==> config.mk <==
export PLATFORM = sky130hd
export DESIGN_NAME = config_bitstream_loader
export DESIGN_NICKNAME = d
export VERILOG_FILES = /design/src/rtl/config_bitstream_loader.sv
export SDC_FILE = /design/constraint.sdc
export NUM_CORES = 1
export LEC_CHECK = 0
export BUFFER_PORTS_ARGS = -buffer_cell sky130_fd_sc_hd__buf_2
export CAP_MARGIN = 20
export CORE_MARGIN = 1.5
export CORE_UTILIZATION = 41
export CTS_CLUSTER_DIAMETER = 100
export DETAILED_ROUTE_END_ITERATION = 8
export GPL_ROUTABILITY_DRIVEN = 1
export PLACE_DENSITY = 0.67
export SLEW_MARGIN = 40
export SYNTH_ARGS = -nofsm -noshare
export SYNTH_HDL_FRONTEND = slang
export SYNTH_SLANG_ARGS = --single-unit
export TNS_END_PERCENT = 5
==> constraint.sdc <==
create_clock -name clock -period 6.2 [get_ports clock]
set_input_delay 1.24 -clock clock [delete_from_list [all_inputs] [get_ports clock]]
set_output_delay 1.24 -clock clock [all_outputs]
set_load 0.005 [all_outputs]
==> src/rtl/config_bitstream_loader.sv <==
`default_nettype none
// ============================================================================
// Module   : config_bitstream_loader
// Brief    : Serial configuration port. Hunts for a sync word, assembles
//            NUM_WORDS 32-bit words with write strobes, validates an XOR checksum.
// Revision : 1.0  initial release
// ============================================================================
module config_bitstream_loader #(
    parameter int          NUM_WORDS = 57,
    parameter int          ADDR_W    = 6,
    parameter logic [31:0] SYNC_WORD = 32'hA5C30F5A
) (
    input  logic              clock,
    input  logic              reset_n,
    input  logic              start,
    input  logic              bit_in,
    input  logic              bit_valid,
    output logic              cfg_we,
    output logic [ADDR_W-1:0] cfg_addr,
    output logic [31:0]       cfg_data,
    output logic              busy,
    output logic              done,
    output logic              error
);

    localparam logic [ADDR_W-1:0] LAST_WORD = ADDR_W'(NUM_WORDS - 1);

    typedef enum logic [2:0] {
        IDLE  = 3'd0,
        SYNC  = 3'd1,
        LOAD  = 3'd2,
        CHECK = 3'd3,
        DONE  = 3'd4,
        ERR   = 3'd5
    } state_t;

    state_t            state_q, state_d;
    logic [31:0]       shreg_q, shreg_d;
    logic [4:0]        bitcnt_q, bitcnt_d;
    logic [ADDR_W-1:0] wordcnt_q, wordcnt_d;
    logic [31:0]       csum_q, csum_d;
    logic              we_q, we_d;
    logic [ADDR_W-1:0] addr_q, addr_d;
    logic [31:0]       data_q, data_d;
    logic              done_q, done_d;
    logic              error_q, error_d;

    logic [31:0]       w_shift;
    logic              w_word_end;

    assign w_shift    = {shreg_q[30:0], bit_in};
    assign w_word_end = (bitcnt_q == 5'd31);

    always_ff @(posedge clock or negedge reset_n) begin
        if (!reset_n) begin
            state_q   <= IDLE;
            shreg_q   <= '0;
            bitcnt_q  <= '0;
            wordcnt_q <= '0;
            csum_q    <= '0;
            we_q      <= 1'b0;
            addr_q    <= '0;
            data_q    <= '0;
            done_q    <= 1'b0;
            error_q   <= 1'b0;
        end else begin
            state_q   <= state_d;
            shreg_q   <= shreg_d;
            bitcnt_q  <= bitcnt_d;
            wordcnt_q <= wordcnt_d;
            csum_q    <= csum_d;
            we_q      <= we_d;
            addr_q    <= addr_d;
            data_q    <= data_d;
            done_q    <= done_d;
            error_q   <= error_d;
        end
    end

    always_comb begin
        state_d   = state_q;
        shreg_d   = shreg_q;
        bitcnt_d  = bitcnt_q;
        wordcnt_d = wordcnt_q;
        csum_d    = csum_q;
        we_d      = 1'b0;
        addr_d    = addr_q;
        data_d    = data_q;
        done_d    = done_q;
        error_d   = error_q;

        case (state_q)
            IDLE, DONE, ERR: begin
                if (start) begin
                    state_d   = SYNC;
                    shreg_d   = '0;
                    bitcnt_d  = '0;
                    wordcnt_d = '0;
                    csum_d    = '0;
                    done_d    = 1'b0;
                    error_d   = 1'b0;
                end
            end
            SYNC: begin
                if (bit_valid) begin
                    shreg_d = w_shift;
                    if (w_shift == SYNC_WORD) begin
                        state_d  = LOAD;
                        bitcnt_d = '0;
                    end
                end
            end
            LOAD: begin
                if (bit_valid) begin
                    shreg_d  = w_shift;
                    bitcnt_d = bitcnt_q + 5'd1;
                    if (w_word_end) begin
                        we_d   = 1'b1;
                        addr_d = wordcnt_q;
                        data_d = w_shift;
                        csum_d = csum_q ^ w_shift;
                        // Leave LOAD on the last word so the word counter never wraps
                        if (wordcnt_q == LAST_WORD) begin
                            state_d = CHECK;
                        end else begin
                            wordcnt_d = wordcnt_q + 1'b1;
                        end
                    end
                end
            end
            CHECK: begin
                if (bit_valid) begin
                    shreg_d  = w_shift;
                    bitcnt_d = bitcnt_q + 5'd1;
                    if (w_word_end) begin
                        if (w_shift == csum_q) begin
                            state_d = DONE;
                            done_d  = 1'b1;
                        end else begin
                            state_d = ERR;
                            error_d = 1'b1;
                        end
                    end
                end
            end
            default: state_d = IDLE;
        endcase
    end

    assign cfg_we   = we_q;
    assign cfg_addr = addr_q;
    assign cfg_data = data_q;
    assign done     = done_q;
    assign error    = error_q;
    assign busy     = (state_q == SYNC) || (state_q == LOAD) || (state_q == CHECK);

endmodule
`default_nettype wire

# After elaboration in Yosys (flattened, before gate mapping)
# Cells that the tools add are included.
# totals
latchBits	0
output_inout_bits	42
n_memories	0
register_bits	118
rom_bits	0
elab_cells	91
mem_bits_rw	0
# classes
reduce_logical	18
div	0
order_cmp	0
muxes	38
n_shift	0
eq_ne	22
multipliers	0
n_bitwise	1
addsub	2
# op_table
op	n
two-way mux 32 bit	3
case mux 32 bit (2 select lines)	1
case mux 31 bit (2 select lines)	1
== test 32 bit	1
== test 32 bit (second input constant)	1
XOR 32 bit	1
two-way mux 31 bit	1
two-way mux 3 bit	8
two-way mux 6 bit	4
inequality test 2 bit (second input constant)	11
two-way mux 5 bit	4
AND reduction 5 bit	4
case mux 5 bit (3 select lines)	1
case mux 3 bit (4 select lines)	1
case mux 6 bit (2 select lines)	1
two-way mux 1 bit	11
AND reduction 8 bit	1
adder 6 x 1 -> 6 bit (second input constant)	1
== test 3 x 2 -> 1 bit (second input constant)	2
== test 3 bit (second input constant)	2
== test 6 bit (second input constant)	1
AND reduction 3 bit	2
nonzero test 2 bit	3
OR reduction 3 bit	2
other kinds (10)	13

# Depth between registers and ports, before layout
# logic_depth
depth_word	5
depth_mapped	9
depth_no_buf	8

# Worst setup path before layout
# OpenSTA, ideal clock, no wires.
# synth_timing
kind	input to register
from	in bit_in
to	reg bitcnt_q[1]
setup_ns	0.132
n_path_buf	1
cell_stages	6
path_slack_ns	3.820
t_arrival_ns	2.248
required_ns	6.068
cell_sequence	nor4bb_1 -> nand4_1 -> o41a_1 -> buf_6 -> o21ai_0 -> o31ai_1
# synth_via
elab_chain_cells	3
# synth_rtl
element	line_no	rtl
start, declared	16	input logic bit_in,
== test 32 bit	107	if (w_shift == SYNC_WORD) begin
inequality test 2 bit (no line)	n/a	
AND reduction 5 bit (no line)	n/a	
end signal, assigned	69	bitcnt_q <= bitcnt_d;
end, declared	39	logic [4:0] bitcnt_q, bitcnt_d;
# Every way passes these cells.
# A chain may end at the register's enable or synchronous reset.

# Worst setup path after layout
# layout_timing
from	reg state_q[1]
to	out busy
# layout_via
elab_chain_cells	3
elab_cells_between_ends	5
cone_classes	eq/ne (3); reduce/logical (2)
# layout_rtl
element	line_no	rtl
start, declared	37	state_t state_q, state_d;
start signal, assigned	67	state_q <= state_d;
== test 3 x 1 -> 1 bit or == test 3 x 2 -> 1 bit (tied branches)	155	assign busy = (state_q == SYNC) || (state_q == LOAD) || (state_q == CHECK);
logical OR 1 bit	155	
logical OR 1 bit *	155	
end, declared	21	output logic busy,
# Every way passes the cells marked *; elsewhere a longest branch is shown, timed or not.

==> summary.txt <==
Run status
  • Status: finished, final reports clean

Critical path
  • Setup slack on the worst flop-to-flop path: 3.65 ns
  • R2r endpoint: csum_q[20]
  • Critical path arrival: 1.87 ns
  • Element type at the critical path end: primary output
  • Top fanout value on the critical path: 33
  • Worst endpoint required time: 4.96 ns
  • Origin of the critical flop-to-flop path: state_q[1]
  • Classification of the worst setup path: register to primary output
  • Worst-case reg-to-reg path depth: 6
  • Critical Path Source Type: register

Floorplan
  • Die Span Y: 117 um
  • Starting Density: 0.420
  • Area of the die: 0.0136 sq mm
  • Std-Cell Rows: 41
  • Width of the die: 117 um
  • Placeable Area: 0.0126 sq mm
  • Boundary pin count: 47

Final layout
  • Diodes inserted: 0
  • Fraction of final layout cells sized beyond drive strength 1: 0.145
  • Share of the core filled with cells: 0.499
  • Synthesis-to-layout area growth: 19.0%
  • Fill cells: between 1000 and 1500
  • Non-filler instance count after layout: 815
  • # nets final: 639

Synthesis
  • Gate count after technology mapping: 586
  • Net count after synthesis: 595
  • Library cell with the largest summed area after synthesis: dfrtp_1
  • Warning count from the yosys run: 0
  • Post-Syn Area per Cell: 9.04 sq um
  • Most common flop cell mapped by yosys: dfrtp_1
  • Post-Syn Area: around 0.0053 sq mm
  • Count of flip-flops with a built-in enable after synthesis: 0
  • Yosys top cell area share: 0.558
  • Number of distinct library cells after synthesis: 41
  • FF+latch count, synth: 118
  • Part of the Yosys area used for sequential elements: 0.558
  • Most common cell in the netlist: nand2_1
  • Top cells by count, synth: 181 x nand2_1, 118 x dfrtp_1, 105 x o21ai_0, 47 x nor2_1, 34 x xor2_1
  • Main area contributors after synthesis: dfrtp_1 56%, nand2_1 13%, o21ai_0 9.9%, xor2_1 5.6%, nor2_1 3.3%
  • Proportion of synthesized flip-flops having asynchronous set or reset: 1.00

STA
  • Layout Skew: 0.00469 ns
  • Ratio of final minimum period to clock period: 0.501
  • Final-report setup violation count: 0
  • Minimum period implied by the final worst setup slack: 3.11 ns
  • Remaining max-slew budget at the tightest pin: 0.440
  • Final Worst Setup Slack: 3.09 ns
  • Total negative slack: 0 ns
  • Slew @ Worst Pin: around 0.84 ns
  • Setup repair after global routing missed its margin: no
  • Upper clock frequency limit: 0.322 GHz
  • Final slew viol count: 0
  • Final hold vios: 0

Pwr
  • Switching portion of total power: 0.321
  • PnR Total Power: ~0.0024 W
  • Peak supply drop: 207 uV
  • Power density over the cells: 375 mW/mm^2
  • Cell leakage power: 3.35 nW
  • Sequential Power Share: 0.378
  • NetSw: 0.000758 W
  • Total internal power: 0.00160 W
  • Share of total power in the clock network: 0.422
  • Relative contribution of combinational cells to total power: 0.200

CTS
  • Clk sink count: ~120
  • Post-CTS setup buffer count: 0
  • Clock-pin slew reported for the worst setup and hold paths after clock tree synthesis: 0.05 ns
  • Clock tree buffer depth: 2
  • Count of hold-fix buffers inserted at cts: 0
  • H-Tree Depth: 4
  • Total clock buffers created by CTS: 17
  • Root buffer cell: clkbuf_16
  • Clock insertion delay at the later pin of the skew report: 0.41 ns
  • CTS tree: built
  • Count of cells resized by post-cts repair: 0

Routing
  • Post-DRT Antenna Nets: 0
  • Routed Wire Length: 12.4 mm
  • DR vias/cell: about 5.3
  • Number of iterations in the first detailed-routing pass: 5
  • Violation count after the first detailed-route iteration: 267
  • Total vias in the final route: 4347
  • Per-cell routed wire length: 15.3 um
  • Final routed DRC violation total: 0

Min path
  • Hold path startpoint: cfg_data[27]
  • Class of the worst hold path: register to register
  • WHS Path Cells: 2
  • Worst hold path endpoint: cfg_data[27]

Global routing
  • First-pass GRT wire length: 20.7 mm
  • Remaining Overflow, GRT: 0
  • Number of antenna violations at the first check in global routing: 0
  • Number of global-route vias before repair: 4257
  • Maximum number of pins on one net before global-route repair: 73
  • Total global routing track utilization: 0.199

Placement
  • Total of buffers placed on input and output ports: between 40 and 50
  • Worst setup slack before clock tree synthesis: 3.30 ns
  • Inst Count DP: between 700 and 800
  • Global placer's final weighted congestion: 0.878
  • Half-perimeter wire length of the detailed placement result: 7.76 mm

Flow run
  • Max cap viols: 0
## worst max-delay path by stage
stage	startpoint	end	slack, ns
after floorplan	bit_in	bitcnt_q[1]	3.82
after global placement	bit_valid	csum_q[25]	3.38
after detailed placement	bit_valid	csum_q[25]	3.30
after CTS	state_q[1]	busy	3.10
after global routing	state_q[1]	busy	2.98
final	state_q[1]	busy	3.09
## worst max-delay path: stages (launching register included)
cell and delay, ns:
dfrtp_1 0.60, nor2_1 0.15, nor2_2 0.13, buf_4 0.38
buf_2 0.19
## layout make-up
type	instances	area, sq um	area share
clock buffer	19	453	0.0719
clock inverter	13	154	0.0244
inverter	4	15.0	0.00238
multi-input combinational	437	2230	0.354
sequential	118	2950	0.469
tap	172	215	0.0342
timing repair buffer	52	282	0.0447
## layer usage
metal | part of all wire | global-route usage
met4 | 0.028 | 0.104
met3 | 0.056 | 0.0451
met2 | 0.48 | 0.315
met5 | 0 | 0
met1 | 0.44 | 0.258
## power groups by stage
stage | combinational, W | sequential, W | clock, W
floorplan | 0.000344 | 0.000875 | 0
global placement | 0.000452 | 0.000898 | 0
detailed placement | 0.000466 | 0.000903 | 0
CTS | 0.000469 | 0.000890 | 0.00101
global route | 0.000531 | 0.000900 | 0.00104
finish | 0.000473 | 0.000892 | 0.000997
## through the flow
step,cell area (sq um),hold slack [ns]
after global routing,6300,0.494
final,6300,0.467
after detailed placement,5690,0.462
after CTS,6300,0.475
after floorplan,5300,0.458
after global placement,5690,0.458
## flip-flops by register name, indices dropped and copies added, names as in the netlist
signal     count
cfg_data      32
csum_q        32
shreg_q       31
cfg_addr       6
wordcnt_q      6
bitcnt_q       5
state_q        3
cfg_we         1
done           1
error          1
## layout by cell type, fill, tap and decap left out, types with 2 or more instances in the layout
master,count
a21bo_2,2
a21o_1,2
a21oi_1,2
a22o_1,2
and3_1,2
buf_2,45
buf_4,6
bufinv_16,3
clkbuf_16,17
clkbuf_8,2
clkinv_2,5
clkinvlp_4,4
dfrtp_1,118
ha_1,4
inv_1,3
nand2_1,181
nand2b_1,3
nand3_1,7
nand4_1,6
nor2_1,46
nor2b_1,2
nor4_1,8
nor4b_1,2
nor4bb_1,2
o2111ai_1,2
o21ai_0,105
o21ai_1,3
o31ai_1,4
or4b_1,2
xor2_1,34
## cell families (layout without fill, tap and decap cells)
family | after synthesis | count (layout) | synth area share
xor+xnor | 34 | 34 | 0.0562
mux | 1 | 1 | 0.00213
simple gates | 271 | 271 | 0.219
flops | 118 | 118 | 0.558
compound gates | 127 | 127 | 0.131
fa+ha+maj | 4 | 4 | 0.00945
buf+inv | 31 | 88 | 0.0243
Power figures use the tool's default switching activity.
